## src/rtl/host_cmd_parser.sv

```systemverilog
// host_cmd_parser: drains host SPI RX bytes, decodes CMD/LEN packets into register-bus writes and reads, and returns read data to the host TX FIFO.
// Latency: write strobe on the cycle after the RX pop; read data pushed to TX one cycle after reg_rd_en; at most 1 RX byte per 2 cycles.
// Backpressure: waits indefinitely on rx_fifo_empty; issues no read while tx_fifo_full. Optional trailing checksum: HOST_CMD_CKSUM_EN.
module host_cmd_parser (
    input  logic       clk,
    input  logic       reset,
    input  logic       rx_fifo_empty,
    output logic       rx_fifo_rd_en,
    input  logic [7:0] rx_fifo_dout,
    input  logic       tx_fifo_full,
    output logic       tx_fifo_wr_en,
    output logic [7:0] tx_fifo_din,
    output logic       reg_wr_en,
    output logic       reg_rd_en,
    output logic [6:0] reg_addr,
    output logic [7:0] reg_wdata,
    input  logic [7:0] reg_rdata,
    output logic       busy,
    output logic       err_cksum,
    input  logic       err_clr
);

    typedef enum logic [2:0] {
        ST_IDLE  = 3'd0,
        ST_LEN   = 3'd1,
        ST_WDATA = 3'd2,
        ST_RREQ  = 3'd3,
`ifdef HOST_CMD_CKSUM_EN
        ST_RWAIT = 3'd4,
        ST_CKSUM = 3'd5
`else
        ST_RWAIT = 3'd4
`endif
    } state_t;

    // Where the parser goes once the header / write data is finished.
`ifdef HOST_CMD_CKSUM_EN
    localparam state_t ST_AFTER_ZERO = ST_CKSUM;
    localparam state_t ST_AFTER_RHDR = ST_CKSUM;
    localparam state_t ST_AFTER_WR   = ST_CKSUM;
`else
    localparam state_t ST_AFTER_ZERO = ST_IDLE;
    localparam state_t ST_AFTER_RHDR = ST_RREQ;
    localparam state_t ST_AFTER_WR   = ST_IDLE;
`endif

    state_t     state_q, state_d;
    logic       pend_q;
    logic       byte_vld;
    logic       need_byte;
    logic       is_wr_q, is_wr_d;
    logic [6:0] addr_q, addr_d;
    logic [7:0] cnt_q, cnt_d;
    logic       wr_stb, rd_stb, push_stb;

    // A popped byte is presented by the FIFO one cycle later.
    assign byte_vld = pend_q;

    // State register.
    always_ff @(posedge clk) begin
        if (reset) state_q <= ST_IDLE;
        else       state_q <= state_d;
    end

    // Packet context registers and the pop-pending flag; reset drops any byte in flight.
    always_ff @(posedge clk) begin
        if (reset) begin
            pend_q  <= 1'b0;
            is_wr_q <= 1'b0;
            addr_q  <= 7'd0;
            cnt_q   <= 8'd0;
        end else begin
            pend_q  <= rx_fifo_rd_en;
            is_wr_q <= is_wr_d;
            addr_q  <= addr_d;
            cnt_q   <= cnt_d;
        end
    end

    // Next-state, byte demand and bus strobes.
    always_comb begin
        state_d   = state_q;
        is_wr_d   = is_wr_q;
        addr_d    = addr_q;
        cnt_d     = cnt_q;
        need_byte = 1'b0;
        wr_stb    = 1'b0;
        rd_stb    = 1'b0;
        push_stb  = 1'b0;
        case (state_q)
            ST_IDLE: begin
                need_byte = 1'b1;
                if (byte_vld) begin
                    is_wr_d = rx_fifo_dout[7];
                    addr_d  = rx_fifo_dout[6:0];
                    state_d = ST_LEN;
                end
            end
            ST_LEN: begin
                need_byte = 1'b1;
                if (byte_vld) begin
                    cnt_d = rx_fifo_dout;
                    if (rx_fifo_dout == 8'd0) state_d = ST_AFTER_ZERO;
                    else if (is_wr_q)         state_d = ST_WDATA;
                    else                      state_d = ST_AFTER_RHDR;
                end
            end
            ST_WDATA: begin
                need_byte = 1'b1;
                if (byte_vld) begin
                    wr_stb = 1'b1;
                    addr_d = addr_q + 7'd1;
                    cnt_d  = cnt_q - 8'd1;
                    if (cnt_q == 8'd1) state_d = ST_AFTER_WR;
                end
            end
            ST_RREQ: begin
                // Only checkpoint for TX space: the single push one cycle later is then safe.
                if (!tx_fifo_full) begin
                    rd_stb  = 1'b1;
                    state_d = ST_RWAIT;
                end
            end
            ST_RWAIT: begin
                push_stb = 1'b1;
                addr_d   = addr_q + 7'd1;
                cnt_d    = cnt_q - 8'd1;
                state_d  = (cnt_q == 8'd1) ? ST_IDLE : ST_RREQ;
            end
`ifdef HOST_CMD_CKSUM_EN
            ST_CKSUM: begin
                need_byte = 1'b1;
                if (byte_vld) begin
                    // A bad checksum is only flagged; reads of the packet still go out.
                    state_d = (!is_wr_q && cnt_q != 8'd0) ? ST_RREQ : ST_IDLE;
                end
            end
`endif
            default: state_d = ST_IDLE;
        endcase
    end

`ifdef HOST_CMD_CKSUM_EN
    logic [7:0] cks_q;
    logic       err_q;
    logic       cks_bad;

    assign cks_bad = byte_vld && (state_q == ST_CKSUM) && (rx_fifo_dout != cks_q);

    // Running XOR of CMD, LEN and write data (CMD restarts it); sticky error where a new error beats err_clr.
    always_ff @(posedge clk) begin
        if (reset) begin
            cks_q <= 8'd0;
            err_q <= 1'b0;
        end else begin
            if (byte_vld) begin
                if (state_q == ST_IDLE)
                    cks_q <= rx_fifo_dout;
                else if (state_q == ST_LEN || state_q == ST_WDATA)
                    cks_q <= cks_q ^ rx_fifo_dout;
            end
            if (cks_bad)      err_q <= 1'b1;
            else if (err_clr) err_q <= 1'b0;
        end
    end

    assign err_cksum = err_q;
`else
    logic unused_err_clr;
    assign unused_err_clr = err_clr;
    assign err_cksum      = 1'b0;
`endif

    // Strobes are held low while reset is asserted so nothing escapes during the reset cycle.
    assign rx_fifo_rd_en = need_byte & ~rx_fifo_empty & ~pend_q & ~reset;
    assign reg_wr_en     = wr_stb & ~reset;
    assign reg_rd_en     = rd_stb & ~reset;
    assign tx_fifo_wr_en = push_stb & ~reset;
    assign reg_addr      = addr_q;
    assign reg_wdata     = reg_wr_en ? rx_fifo_dout : 8'h00;
    assign tx_fifo_din   = tx_fifo_wr_en ? reg_rdata : 8'h00;
    assign busy          = (state_q != ST_IDLE);

endmodule

```

## config.mk

```make
export PLATFORM = sky130hd
export DESIGN_NAME = host_cmd_parser
export DESIGN_NICKNAME = d
export VERILOG_FILES = /design/src/rtl/host_cmd_parser.sv
export SDC_FILE = /design/constraint.sdc
export NUM_CORES = 1
export LEC_CHECK = 0
export ABC_AREA = 1
export BUFFER_PORTS_ARGS = -buffer_cell sky130_fd_sc_hd__buf_2
export CAP_MARGIN = 15
export CORE_ASPECT_RATIO = 1.2
export CORE_UTILIZATION = 45
export CTS_BUF_LIST = sky130_fd_sc_hd__clkbuf_8 sky130_fd_sc_hd__clkbuf_16
export DETAILED_ROUTE_END_ITERATION = 16
export PLACE_DENSITY = 0.84
export SYNTH_ARGS = -nofsm -noshare
export SYNTH_HDL_FRONTEND = slang
export SYNTH_SLANG_ARGS = --single-unit
```

## constraint.sdc

```tcl
create_clock -name clk -period 1.1 [get_ports clk]
set_input_delay 0.33 -clock clk [delete_from_list [all_inputs] [get_ports clk]]
set_output_delay 0.33 -clock clk [all_outputs]
set_load 0.1 [all_outputs]
```

==> results.py, run 1 <==
metrics = {
    "place": {
        "hpwl_um": 4670,
        "routabilityCongestion": 0.894,
        "io_buffer_count": 47,
        "placed_cells": 365,
    },
    "clocking": {
        "cts_resized": 77,
        "clock-sinks": 20,
        "post-cts-setup-buffers": 17,
        "cts_buffer_depth": 2,
        "hold_buffers": 0,
        "ctsHtreeMaxLevel": 1,
        "numCtsBuffers": 3,
        "root_buffer": "clkbuf_8",
    },
    "status": {
        "stop_stage": "4_1_cts",
        "stop_error": "[ERROR DPL-0038] Utilization greater than 100%, impossible to legalize",
        "status": "aborted with a tool error",
    },
    "synth": {
        "syn-num-nets": 266,
        "ys_seq_elements": 20,
        "synth_edf_count": 0,
        "synthMuxAreaShare": 0,
        "syn-instance-count": 242,
        "yosys_warnings": 0,
        "ys_seq_area_frac": 0.273,
        "synth_cell_types": 34,
        "synthXorXnorAreaFrac": 0.0239,
        "synthFlopType": "dfxtp_1",
        "async_flop_share": 0,
        "synth_top_family_by_area": "simple AND/OR/NAND/NOR gates",
        "synthSimpleGateAreaFrac": 0.378,
        "syn_avg_cell_area_um2": 6.06,
        "synth-compound-area-share": 0.139,
        "synth_area_um2": 1470,
        "synthAdderAreaFrac": 0.0256,
    },
    "die": {
        "die_h_um": 64.6,
        "dieWidth_um": 54.1,
        "start_util": 0.476,
        "io_pins": 50,
        "rows": 22,
    },
}
-- stage by stage --
| step | setup WS [ns] | cell area, µm² | hold WS, ns |
|---|---|---|---|
| floorplan | -1.72 | 1720 | 0.401 |
| global placement | -0.421 | 2740 | 0.442 |
| detailed placement | -0.454 | 2740 | 0.492 |
-- cell usage after synthesis (all sizes together), types with 2 or more instances --
library cell,n,area (µm²)
a31oi,3,18.8
nand4,3,18.8
inv,45,171
nand3,19,108
a21oi,7,38.8
ha,3,37.5
xnor2,3,26.3
nand2,50,208
o211ai,2,20.0
nor4,2,12.5
dfxtp,20,400
nor2,47,179
buf,6,57.5
o21ai,23,119
nor3,3,15.0
-- logic make-up after synthesis --
kind of cell               count (synthesis)
AOI/OAI and AO/OA                         36
and+or+nand+nor                          126
other                                      1
buffers and inverters                     52
DFF                                       20
adders and majority gates                  3
xor gates and xnor gates                   4
==> run 2, diff against run 1 <==
- CORE_ASPECT_RATIO: 1.2 -> default
- CORE_UTILIZATION: 45 -> 40
- CTS_BUF_LIST: sky130_fd_sc_hd__clkbuf_8 sky130_fd_sc_hd__clkbuf_16 -> default
- PLACE_DENSITY: 0.84 -> default
- PLACE_DENSITY_LB_ADDON: default -> 0.15
- clock period: 1.1 -> 1.4 ns (I/O delays scaled with it)
==> results.py, run 2 <==
metrics = {
    "final_layout": {
        "final_area_um2": 2860,
        "final_cell_mix": "36 x inv_1, 36 x nand2_1, 31 x buf_12",
        "multi_input_area_um2": 1150,
        "post-route-util": 0.836,
        "final_layout_size_suffix_gt1_frac": 0.503,
        "nets": 349,
        "syn2layout_area_growth_pct": 94.6,
        "largest-register": "cnt_q",
        "final_cells": 370,
        "n_antenna_cell": 0,
        "nFillCells": 211,
        "seq_area_um2": 430,
        "largest_reg_flops": 8,
    },
    "clocking": {
        "cts_tree": "built",
        "hold_buffers": 0,
        "ctsHtreeMaxLevel": 1,
        "clock_latency_ns": 0.32,
        "clk_pin_slew_ns": 0.13,
        "root_buffer": "clkbuf_4",
        "clock-sinks": 20,
        "cts_buffer_depth": 2,
        "numCtsBuffers": 3,
    },
    "critical_path": {
        "cp-start-kind": "flop",
        "crit_path_max_fanout": 8,
        "worst-endpoint-required_ns": 0.98,
        "path_class": "reg -> out",
        "cp_cell_sequence": "inv_4 > nand3_4 > nor2_4 > clkinvlp_4 > buf_12 > nor2_4 > buf_12",
        "critPathArrivalTime_ns": 1.62,
        "worst_setup_path_end_kind": "output port",
        "crit_slowest_cell": "dfxtp_4",
        "cp_slowest_stage_delay_ns": 0.39,
    },
    "sta": {
        "maxSlewViolCount": 0,
        "setup_ws_ns": -0.637,
        "rsz0062_at_grt": "yes",
        "max_freq_mhz": 491,
        "whs_ns": 0.287,
        "finalHoldViolations": 0,
        "skew_ns": 0.00734,
        "period_minus_slack_ns": 2.04,
        "tns_ns": -13.59,
        "fin_crit_sh": 1.46,
        "finalSetupViolCount": 35,
    },
    "grt": {
        "grt-ovfl-total": 0,
        "grt_pass1_wl_um": 7610,
        "grt_start_max_net_pins": 15,
        "antenna_found_initial": 0,
        "grt_usage": 0.241,
        "grt_pass1_vias": 1631,
    },
    "status": {
        "violations": "setup timing",
        "status": "finished, violations left",
    },
    "power": {
        "power_density_nw_per_um2": 570,
        "power_mw": 1.63,
        "clockPowerShare": 0.191,
        "p_seq_frac": 0.396,
        "sw_frac_of_total": 0.410,
        "p_leak_nw": 1.31,
        "switchingPower_uw": 667,
        "power_frac_comb": 0.413,
        "intPower_uw": 960,
        "ir_worst_vdd_mv": 0.445,
    },
    "synth": {
        "synth_top_area_cell": "dfxtp_1",
        "synth.area.top_cells": "dfxtp_1 27%, nor2_1 12%, nand2_1 11%, inv_1 11%, o21ai_0 6.8%",
        "syn_avg_cell_area_um2": 6.06,
        "synth_edf_count": 0,
        "yosys_warnings": 0,
        "synth_top_area_share": 0.273,
        "synthFlopType": "dfxtp_1",
        "syn-instance-count": 242,
        "synth_area_um2": 1470,
        "async_flop_share": 0,
        "yosysMostFrequentCell": "nor2_1",
        "synthTopCellsByCount": "46 x nor2_1, 44 x nand2_1, 42 x inv_1, 20 x dfxtp_1, 20 x o21ai_0",
        "syn-num-nets": 266,
        "synth_cell_types": 34,
        "ys_seq_area_frac": 0.273,
        "ys_seq_elements": 20,
    },
    "detailed_routing": {
        "ant_nets": 0,
        "drt-wirelength-per-cell_um": 14.1,
        "wl_um": 5230,
        "drc": 0,
        "dr_total_vias": 1911,
        "dr.pass1.iters": 5,
        "vias_per_cell": 5.16,
        "drt_iter0_drc": 119,
    },
    "die": {
        "dieWidth_um": 62.6,
        "rows": 21,
        "fp.dieArea_um2": 3920,
        "start_util": 0.430,
        "die_h_um": 62.6,
        "core_area_um2": 3420,
        "io_pins": 50,
    },
    "min_path": {
        "worstHoldPathType": "in -> reg",
    },
    "place": {
        "placed_cells": 356,
        "hpwl_um": 3410,
        "routabilityCongestion": 0.852,
        "post_dp_cell_area_um2": 2580,
        "pre_cts_slack_ns": -0.309,
        "io_buffer_count": 47,
    },
    "flow_run": {
        "maxCapViolCount": 0,
    },
}
-- run 2: cell counts after synthesis --
Identical to the previous run, type by type.
-- run 2: path summary, 6_finish.rpt --
path,startpoint,end,slack (ns),cells after the start
setup / recovery,state_q[0]$_SDFFE_PP0P_,tx_fifo_din[3],-0.64,7
hold / removal,rx_fifo_empty,byte_vld$_SDFF_PP0_,0.29,2
setup reg to reg,state_q[2]$_SDFFE_PP0P_,cnt_q[6]$_SDFFE_PP0P_,-0.21,9
hold reg to reg,cnt_q[7]$_SDFFE_PP0P_,cnt_q[7]$_SDFFE_PP0P_,0.48,2
-- run 2: metal layers --
metal / global-route usage / vias to the layer above / routed length (µm)
li1: - / 926 / -
met1: 0.314 / 884 / 2020
met2: 0.404 / 86 / 2720
met3: 0.0347 / 15 / 350
met4: 0.0785 / 0 / 134
met5: 0 / - / 0
-- run 2: worst max-delay path: cells and delay by family, from the launching register on --
family | cells | cell delay, ns
buf+inv | 4 | 0.53
flops | 1 | 0.39
simple gates | 3 | 0.35
-- run 2: power by group through the flow --
| stage | clock (mW) | combinational, mW | sequential, mW |
|---|---|---|---|
| final | 0.311 | 0.673 | 0.644 |
| after global routing | 0.345 | 0.713 | 0.648 |
| after CTS | 0.310 | 0.621 | 0.643 |
| after detailed placement | 0 | 0.593 | 0.656 |
| after global placement | 0 | 0.581 | 0.655 |
| after floorplan | 0 | 0.279 | 0.756 |
-- run 2: cell families after synthesis --
kind of cell    share of synthesized area
flops                               0.273
compound gates                      0.139
xor+xnor                           0.0239
simple gates                        0.378
fa+ha+maj                          0.0256
buf+inv                             0.159
other cells                       0.00256
-- run 2: area by class of cell --
type,instances,area share
clock buffer,3,0.00788
clock inverter,1,0.00131
inverter,45,0.0688
multi-input combinational,171,0.404
sequential,20,0.151
tap,46,0.0201
timing repair buffer,83,0.345
timing repair inverter,1,0.00219
-- run 2: what timing repair did --
item | CTS | global route
gates resized for setup | 20 | 41
endpoints found under the setup margin | 23 | 35
cloned | 1 | 1
setup buffers | 5 | 8
pin swaps | 7 | 18
(Power assumes the default switching activity.)
==> run 3, diff against run 2 <==
- CTS_BUF_LIST: default -> sky130_fd_sc_hd__clkbuf_16
==> results.py, run 3 (synthesis results as in run 2) <==
metrics = {
    "status": {
        "status": "finished, violations left",
        "violations": "setup timing",
    },
    "clocking": {
        "cts_buffer_depth": 2,
        "clock-sinks": 20,
        "numCtsBuffers": 3,
        "ctsHtreeMaxLevel": 1,
        "clock_latency_ns": 0.26,
        "hold_buffers": 0,
        "root_buffer": "clkbuf_16",
        "clk_pin_slew_ns": 0.06,
        "cts_tree": "built",
    },
    "power": {
        "power_density_nw_per_um2": 666,
        "p_leak_nw": 1.34,
        "ir_worst_vdd_mv": 0.511,
    },
    "die": {
        "fp.dieArea_um2": 3920,
        "die_h_um": 62.6,
        "start_util": 0.430,
        "dieWidth_um": 62.6,
        "rows": 21,
        "core_area_um2": 3420,
        "io_pins": 50,
    },
    "critical_path": {
        "crit_path_max_fanout": 8,
        "critPathArrivalTime_ns": 1.58,
        "worst-endpoint-required_ns": 0.98,
        "worst_setup_path_end_kind": "output port",
        "cp_slowest_stage_delay_ns": 0.39,
        "cp-start-kind": "flop",
        "path_class": "reg -> out",
        "crit_slowest_cell": "dfxtp_4",
        "cp_cell_sequence": "buf_6 > nand3_4 > nor2_4 > clkinvlp_4 > buf_12 > nor2_4 > buf_12",
    },
    "detailed_routing": {
        "drt_iter0_drc": 116,
        "dr_total_vias": 1920,
        "drt-wirelength-per-cell_um": 14.6,
        "ant_nets": 0,
        "wl_um": 5410,
        "vias_per_cell": 5.18,
        "dr.pass1.iters": 4,
        "drc": 0,
    },
    "grt": {
        "antenna_found_initial": 0,
        "grt-ovfl-total": 0,
        "grt_pass1_wl_um": 7590,
        "grt_pass1_vias": 1620,
        "grt_usage": 0.241,
        "grt_start_max_net_pins": 15,
    },
    "place": {
        "hpwl_um": 3410,
        "routabilityCongestion": 0.852,
        "io_buffer_count": 47,
        "pre_cts_slack_ns": -0.309,
    },
    "final_layout": {
        "final_layout_size_suffix_gt1_frac": 0.477,
        "n_antenna_cell": 0,
        "syn2layout_area_growth_pct": 96.6,
        "largest-register": "cnt_q",
        "final_cell_mix": "38 x nand2_1, 37 x inv_1, 31 x buf_12",
        "nets": 350,
        "layout_commonest_cell": "nand2_1",
        "nFillCells": 200,
        "post-route-util": 0.845,
        "largest_reg_flops": 8,
    },
    "flow_run": {
        "maxCapViolCount": 0,
    },
    "sta": {
        "max_freq_mhz": 501,
        "finalSetupViolCount": 38,
        "fin_crit_sh": 1.43,
        "rsz0062_at_grt": "yes",
        "period_minus_slack_ns": 2.00,
        "finalHoldViolations": 0,
        "maxSlewViolCount": 0,
        "setup_ws_ns": -0.597,
        "skew_ns": 0.00143,
    },
    "min_path": {
        "worstHoldPathType": "in -> reg",
    },
}
## run 3: area by class of cell
| class | count | area [µm²] | area share |
|---|---|---|---|
| flip-flops and latches | 20 | 423 | 0.147 |
| repair buffers | 85 | 1010 | 0.350 |
| clock inverters | 1 | 3.75 | 0.00130 |
| well taps | 46 | 57.6 | 0.0199 |
| inverters | 45 | 191 | 0.0663 |
| multi-input cells | 171 | 1130 | 0.390 |
| clock buffers | 3 | 75.1 | 0.0260 |
## run 3: worst max-delay path: cells and delay by family (launching register included)
family	cells	cell delay (ns)
buffers and inverters	4	0.57
flip-flops	1	0.39
AND/OR/NAND/NOR	3	0.35
## run 3: metrics by stage
step / setup TNS [ns] / area [µm²] / hold WS [ns] / instances / power, mW
3_3_place_gp: -4.95 / 2580 / 0.447 / 356 / 1.24
3_5_place_dp: -5.26 / 2580 / 0.477 / 356 / 1.25
6_report: -12.74 / 2890 / 0.370 / 371 / 1.92
2_1_floorplan: -24.53 / 1690 / 0.430 / 242 / 1.03
4_1_cts: -9.03 / 2740 / 0.372 / 363 / 1.87
5_1_grt: -14.43 / 2890 / 0.384 / 371 / 2.00
## run 3: report_power, final
group / internal (mW) / leakage, nW / switching, mW
combinational: 0.253 / 1.13 / 0.408
sequential: 0.599 / 0.168 / 0.0448
clock: 0.382 / 0.0385 / 0.236
## run 3: per-layer routing
metal	track usage	vias up	share of wire
met5	0	-	0
met4	0.0640	0	0.025
met2	0.404	102	0.51
met1	0.312	883	0.40
li1	-	920	-
met3	0.0493	15	0.063
## run 3: repair_timing
item                                    CTS  global route
endpoints found under the setup margin   22            38
buffers inserted                          5             9
pin swaps                                 6            14
cloned                                    0             1
hold endpoints to repair                  0             0
gates resized for setup                  17            25
## run 3: final timing paths
kind	startpoint	to	slack, ns	cells after the start
worst min register to register	is_wr_q$_SDFFE_PP0P_	is_wr_q$_SDFFE_PP0P_	0.49	2
worst min-delay path	rx_fifo_empty	byte_vld$_SDFF_PP0_	0.37	2
worst max register to register	state_q[0]$_SDFFE_PP0P_	cnt_q[0]$_SDFFE_PP0P_	-0.20	11
worst max-delay path	state_q[2]$_SDFFE_PP0P_	tx_fifo_din[3]	-0.60	7
